### src/rtl/spi_bus_ctrl_pkg.sv
// Shared types and command codes for the SPI-to-bus sequencer.
package spi_bus_ctrl_pkg;

    typedef enum logic [2:0] {
        IDLE,
        CMD,
        ADDR,
        WDATA,
        RFETCH,
        RDATA,
        DISCARD
    } state_t;

    localparam logic [7:0] CMD_WRITE = 8'h01;
    localparam logic [7:0] CMD_READ  = 8'h02;

endpackage

### src/rtl/spi_sync_edge.sv
// Two-flop synchroniser for a raw pin, with single-cycle rise/fall pulses
// derived from the synchronised level.
module spi_sync_edge #(
    parameter logic RST_VAL = 1'b0
) (
    input  logic clk,
    input  logic reset,
    input  logic d,
    output logic q,
    output logic rise,
    output logic fall
);

    logic meta;
    logic sync;
    logic prev;

    always_ff @(posedge clk or posedge reset) begin
        if (reset) begin
            meta <= RST_VAL;
            sync <= RST_VAL;
            prev <= RST_VAL;
        end else begin
            // NOTE: non-blocking so meta/sync/prev form a true three-stage shift chain.
            meta <= d;
            sync <= meta;
            prev <= sync;
        end
    end

    assign q    = sync;
    assign rise =  sync & ~prev;
    assign fall = ~sync &  prev;

endmodule

### src/rtl/spi_bus_ctrl.sv
// Frames spi_slave bytes into command/address/data phases and issues single-beat
// bus requests. Define SPI_BUS_CTRL_AUTOINC_EN for auto-incrementing burst addresses.
module spi_bus_ctrl
    import spi_bus_ctrl_pkg::*;
#(
    parameter int         ADDR_W    = 8,
    parameter logic [7:0] IDLE_BYTE = 8'h00
) (
    input  logic              clk,
    input  logic              reset,
    input  logic              spi_sck,
    input  logic              spi_cs_n,
    input  logic [7:0]        rx_byte,
    output logic [7:0]        tx_byte,
    output logic              spi_rst,
    output logic              bus_req,
    output logic              bus_we,
    output logic [ADDR_W-1:0] bus_addr,
    output logic [7:0]        bus_wdata,
    input  logic              bus_ready,
    input  logic [7:0]        bus_rdata,
    output logic              err
);

    logic              sck_lvl, sck_rise, sck_fall;
    logic              cs_n_lvl, cs_n_rise, cs_n_fall;
    logic              cs_active;
    logic              byte_done;
    logic              bus_done;
    logic [2:0]        bit_cnt;
    logic              rd_frame;
    logic [ADDR_W-1:0] next_addr;
    state_t            state;

    spi_sync_edge #(.RST_VAL(1'b0)) u_sck_sync (
        .clk   (clk),
        .reset (reset),
        .d     (spi_sck),
        .q     (sck_lvl),
        .rise  (sck_rise),
        .fall  (sck_fall)
    );

    // cs_n resets high so leaving reset never looks like a frame start.
    spi_sync_edge #(.RST_VAL(1'b1)) u_cs_sync (
        .clk   (clk),
        .reset (reset),
        .d     (spi_cs_n),
        .q     (cs_n_lvl),
        .rise  (cs_n_rise),
        .fall  (cs_n_fall)
    );

    logic unused_sync;
    assign unused_sync = &{1'b0, sck_lvl, sck_fall, cs_n_rise};

    assign cs_active = ~cs_n_lvl;
    assign byte_done = cs_active & sck_rise & (bit_cnt == 3'd7);
    assign bus_done  = bus_req & bus_ready;
    assign spi_rst   = reset | spi_cs_n;

`ifdef SPI_BUS_CTRL_AUTOINC_EN
    assign next_addr = bus_addr + ADDR_W'(1);
`else
    assign next_addr = bus_addr;
`endif

    always_ff @(posedge clk or posedge reset) begin
        if (reset) begin
            bit_cnt <= 3'd0;
        end else if (!cs_active) begin
            bit_cnt <= 3'd0;
        end else if (sck_rise) begin
            bit_cnt <= bit_cnt + 3'd1;
        end
    end

    always_ff @(posedge clk or posedge reset) begin
        if (reset) begin
            state     <= IDLE;
            rd_frame  <= 1'b0;
            tx_byte   <= IDLE_BYTE;
            bus_req   <= 1'b0;
            bus_we    <= 1'b0;
            bus_addr  <= '0;
            bus_wdata <= 8'h00;
            err       <= 1'b0;
        end else begin
            // NOTE: the completion here acts as a default; a new request raised
            // further down in the same cycle overrides the bus_req drop.
            if (bus_done) begin
                bus_req <= 1'b0;
                if (bus_we) bus_addr <= next_addr;
            end

            if (!cs_active) begin
                // An outstanding request is never abandoned; leave once it completes.
                if (!bus_req || bus_ready) begin
                    state   <= IDLE;
                    tx_byte <= IDLE_BYTE;
                end
            end else begin
                case (state)
                    IDLE: begin
                        if (cs_n_fall) begin
                            state <= CMD;
                            err   <= 1'b0;
                        end
                    end
                    CMD: begin
                        if (byte_done) begin
                            rd_frame <= (rx_byte == CMD_READ);
                            state    <= (rx_byte == CMD_WRITE || rx_byte == CMD_READ) ? ADDR : DISCARD;
                        end
                    end
                    ADDR: begin
                        if (byte_done) begin
                            bus_addr <= ADDR_W'(rx_byte);
                            if (rd_frame) begin
                                bus_req <= 1'b1;
                                bus_we  <= 1'b0;
                                state   <= RFETCH;
                            end else begin
                                state <= WDATA;
                            end
                        end
                    end
                    WDATA: begin
                        if (byte_done) begin
                            if (bus_req && !bus_ready) begin
                                err <= 1'b1;
                            end else begin
                                bus_wdata <= rx_byte;
                                bus_req   <= 1'b1;
                                bus_we    <= 1'b1;
                            end
                        end
                    end
                    RFETCH: begin
                        if (bus_done) begin
                            tx_byte <= bus_rdata;
                            state   <= RDATA;
                        end else if (byte_done) begin
                            err <= 1'b1;
                        end
                    end
                    RDATA: begin
                        if (byte_done) begin
                            bus_addr <= next_addr;
                            bus_req  <= 1'b1;
                            bus_we   <= 1'b0;
                            state    <= RFETCH;
                        end
                    end
                    DISCARD: ;
                    default: state <= IDLE;
                endcase
            end
        end
    end

endmodule
### config.mk
export PLATFORM = sky130hd
export DESIGN_NAME = spi_bus_ctrl
export DESIGN_NICKNAME = d
export VERILOG_FILES = /design/src/rtl/spi_bus_ctrl_pkg.sv /design/src/rtl/spi_sync_edge.sv /design/src/rtl/spi_bus_ctrl.sv
export SDC_FILE = /design/constraint.sdc
export NUM_CORES = 1
export LEC_CHECK = 0
export CORE_UTILIZATION = 40
export DETAILED_ROUTE_END_ITERATION = 10
export DONT_BUFFER_PORTS = 1
export GPL_TIMING_DRIVEN = 0
export HOLD_SLACK_MARGIN = 0.1
export SLEW_MARGIN = 20
export SYNTH_ARGS = -nofsm -noshare
export SYNTH_HDL_FRONTEND = slang
export SYNTH_SLANG_ARGS = --single-unit
### constraint.sdc
create_clock -name clk -period 4.8 [get_ports clk]
set_input_delay 0.96 -clock clk [delete_from_list [all_inputs] [get_ports clk]]
set_output_delay 0.96 -clock clk [all_outputs]
set_load 0.05 [all_outputs]
==> flow_summary_export.csv <==
group,metric,value,unit
run_status,status,"finished, final reports clean",
global_routing,antenna_found_initial,0,
cells_and_area,layout-area-overhead-vs-synth,9.70,%
synth,synth_cells,141,
floorplanning,die_w,68.7,um
drt,drtIter0Drc,49,
pwr,p_comb_frac,0.130,
pwr,p_switching,199,uW
synth,synthArstFlopShare,1.00,
pwr,p_leak,0.000910,uW
synth,synth_edf_count,0,
sta,final.setup.tns,0,ns
synth,avgSynthCellArea,12.6,um^2
global_routing,grtUsageTotal,0.162,
cts,clkTransAtPathRegs,0.07,ns
min_path,hp-class,"reg2reg",
synth,yosysSeqAreaShare,0.565,
cts,cts_resized,0,
sta,slew_headroom,0.641,
floorplanning,core,4140,um^2
global_routing,top_usage_layer,"met2",
sta,fmax,0.429,GHz
floorplanning,io_pins,49,
sta,tightest_slew,0.538,ns
drt,routed_wl,3.38,mm
sta,min_period,2.33,ns
floorplanning,rows,23,
placement,dpl.hpwl,2.49,mm
critical_path,path_buf_inv,0,
critical_path,critical-path-top-delay-family,"simple AND/OR/NAND/NOR gates",
global_routing,gr-usage-met1,0.172,
cts,htreeDepth,2,
critical_path,crit_chain,"or2_2",
synth,synth.yosys.warnings,0,
sta,slew_viol_final,0,
drt,vias,1137,
floorplanning,die_y,68.7,um
critical_path,path_max_fanout,2,
sta,hold_violations,0,
flow_run,maxCapViolCount,0,
cells_and_area,num_antenna_cells,0,
cts,clock_sinks,40,
drt,viasPerCell,5.69,
drt,ant_nets,0,
drt,drc_errors,0,
critical_path,start_kind,"primary input",
global_routing,grt_max_degree,30,
sta,finClkSkew,0.00952,ns
cts,insertion_delay,0.29,ns
critical_path,path_class,"in2out",
critical_path,r2r_start,"bit_cnt[0]",
pwr,pwr-share-seq,0.555,
global_routing,use_met3,0.0740,
cts,clock_path_buffers,2,
pwr,power_density,361,nW/um^2
sta,finalCritPeriodShare,0.486,
drt,post_drt_wl_per_cell,16.9,um
critical_path,crit_start,"spi_cs_n",
synth,synth_area,1780,um^2
pwr,switching_share,0.282,
placement,place.gp.congestion,0.821,
min_path,hold_start,"u_sck_sync.meta",
cts,cts_buffers,5,
global_routing,grt.overflow.total,0,
global_routing,grt_pass1_vias,1215,
cts,cts_hold_buf,0,
synth,ys_seq_elements,40,
critical_path,end_kind,"output pin",
critical_path,slowest_stage,"or2_2",
pwr,power.share.clock,0.315,
drt,first_pass_iters,4,
cts,cts_tree,"yes",
sta,rsz0062_at_grt,"no",
critical_path,slowest_delay,0.41,ns
cts,postCtsSetupRepairBufs,0,
synth,yosysUniqueCellTypes,44,
placement,port_buffers,0,
cells_and_area,drive_gt1_frac,0.280,
synth,synthFlopType,"dfrtp_1",
cells_and_area,final_common_cell,"dfrtp_1",
cts,cts_root_buf,"clkbuf_8",
critical_path,critical_path_required,3.84,ns
synth,synth_nets,164,
pwr,ir_worst_vdd,194,uV
floorplanning,die_area,4720,um^2
sta,setup_viol,0,
pwr,p_int,506,uW
floorplanning,start_util,0.429,
cells_and_area,finish.utilization,0.471,
global_routing,grt_use_met2,0.263,
cells_and_area,nets,172,
critical_path,crit_arrival,1.37,ns
global_routing,grt_pass1_wl,5.40,mm
cells_and_area,final_cell_mix,"37 x dfrtp_1, 17 x mux2_2, 10 x nand2_1",
[worst paths after layout]
path / slack, ns / end / cells past startpoint
setup / recovery: 2.47 / spi_rst / 1
hold / removal: 0.35 / u_sck_sync.q / 0
setup reg to reg: 2.91 / state[1] / 7
hold reg to reg: 0.35 / u_sck_sync.q / 0
max in group asynchronous: 3.88 / bus_addr[6] / 2
min in group asynchronous: 0.48 / err / 1
[final cells by class]
class | count | area (um^2)
plain buffers | 6 | 35.0
clock buffers | 8 | 90.1
fillers | 408 | 2190
inverters | 2 | 7.51
multi-input cells | 93 | 732
flip-flops and latches | 40 | 1000
well taps | 50 | 62.6
repair buffers | 1 | 20.0
[Yosys cell counts (2+ instances only)]
cell,n,area [um^2]
a21oi_1,3,15.0
a22o_1,8,70.1
a31o_2,2,17.5
and4_1,2,17.5
buf_2,4,20.0
dfrtp_1,37,926
dfstp_2,3,78.8
ha_1,2,25.0
inv_1,2,7.51
mux2_2,17,191
mux2i_1,5,50.1
nand2_1,10,37.5
nand2b_1,2,12.5
nor2_1,8,30.0
nor2b_1,3,18.8
o21ai_0,4,20.0
or2_2,2,12.5
[per-layer routing]
metal | part of all wire | wire length, um
met1 | 0.40 | 1340
met2 | 0.49 | 1660
met3 | 0.089 | 301
met4 | 0.022 | 74
met5 | 0 | 0
[power groups by stage]
stage / Clock [uW] / Sequential (uW) / Combinational [uW]
final: 222 / 391 / 92.0
after global routing: 240 / 394 / 103
after CTS: 231 / 392 / 91.8
after detailed placement: 0 / 398 / 91.5
after global placement: 0 / 398 / 87.5
after floorplan: 0 / 395 / 75.7
[kinds of logic after synthesis]
kind of cell | share of synthesized area
flops | 0.565
simple gates | 0.139
compound gates | 0.113
xor+xnor | 0.00985
fa+ha+maj | 0.0141
buf+inv | 0.0239
mux | 0.136
[sequential cells by signal, indices dropped and copies added (netlist names)]
name / count
u_cs_sync.q: 1
state: 3
bus_addr: 8
u_sck_sync.q: 1
bit_cnt: 3
u_sck_sync.prev: 1
bus_we: 1
rd_frame: 1
err: 1
u_cs_sync.meta: 1
bus_wdata: 8
bus_req: 1
tx_byte: 8
u_cs_sync.prev: 1
u_sck_sync.meta: 1
[per-stage QoR]
stage / total power (uW) / instances / area (um^2) / worst slack (ns) / hold slack [ns]
CTS: 714 / 200 / 1950 / 2.47 / 0.355
global placement: 485 / 191 / 1840 / 2.47 / 0.334
detailed placement: 490 / 192 / 1860 / 2.47 / 0.341
floorplan: 470 / 141 / 1780 / 2.47 / 0.331
finish: 705 / 200 / 1950 / 2.47 / 0.353
global route: 738 / 200 / 1950 / 2.47 / 0.363
(Power assumes the default switching activity.)
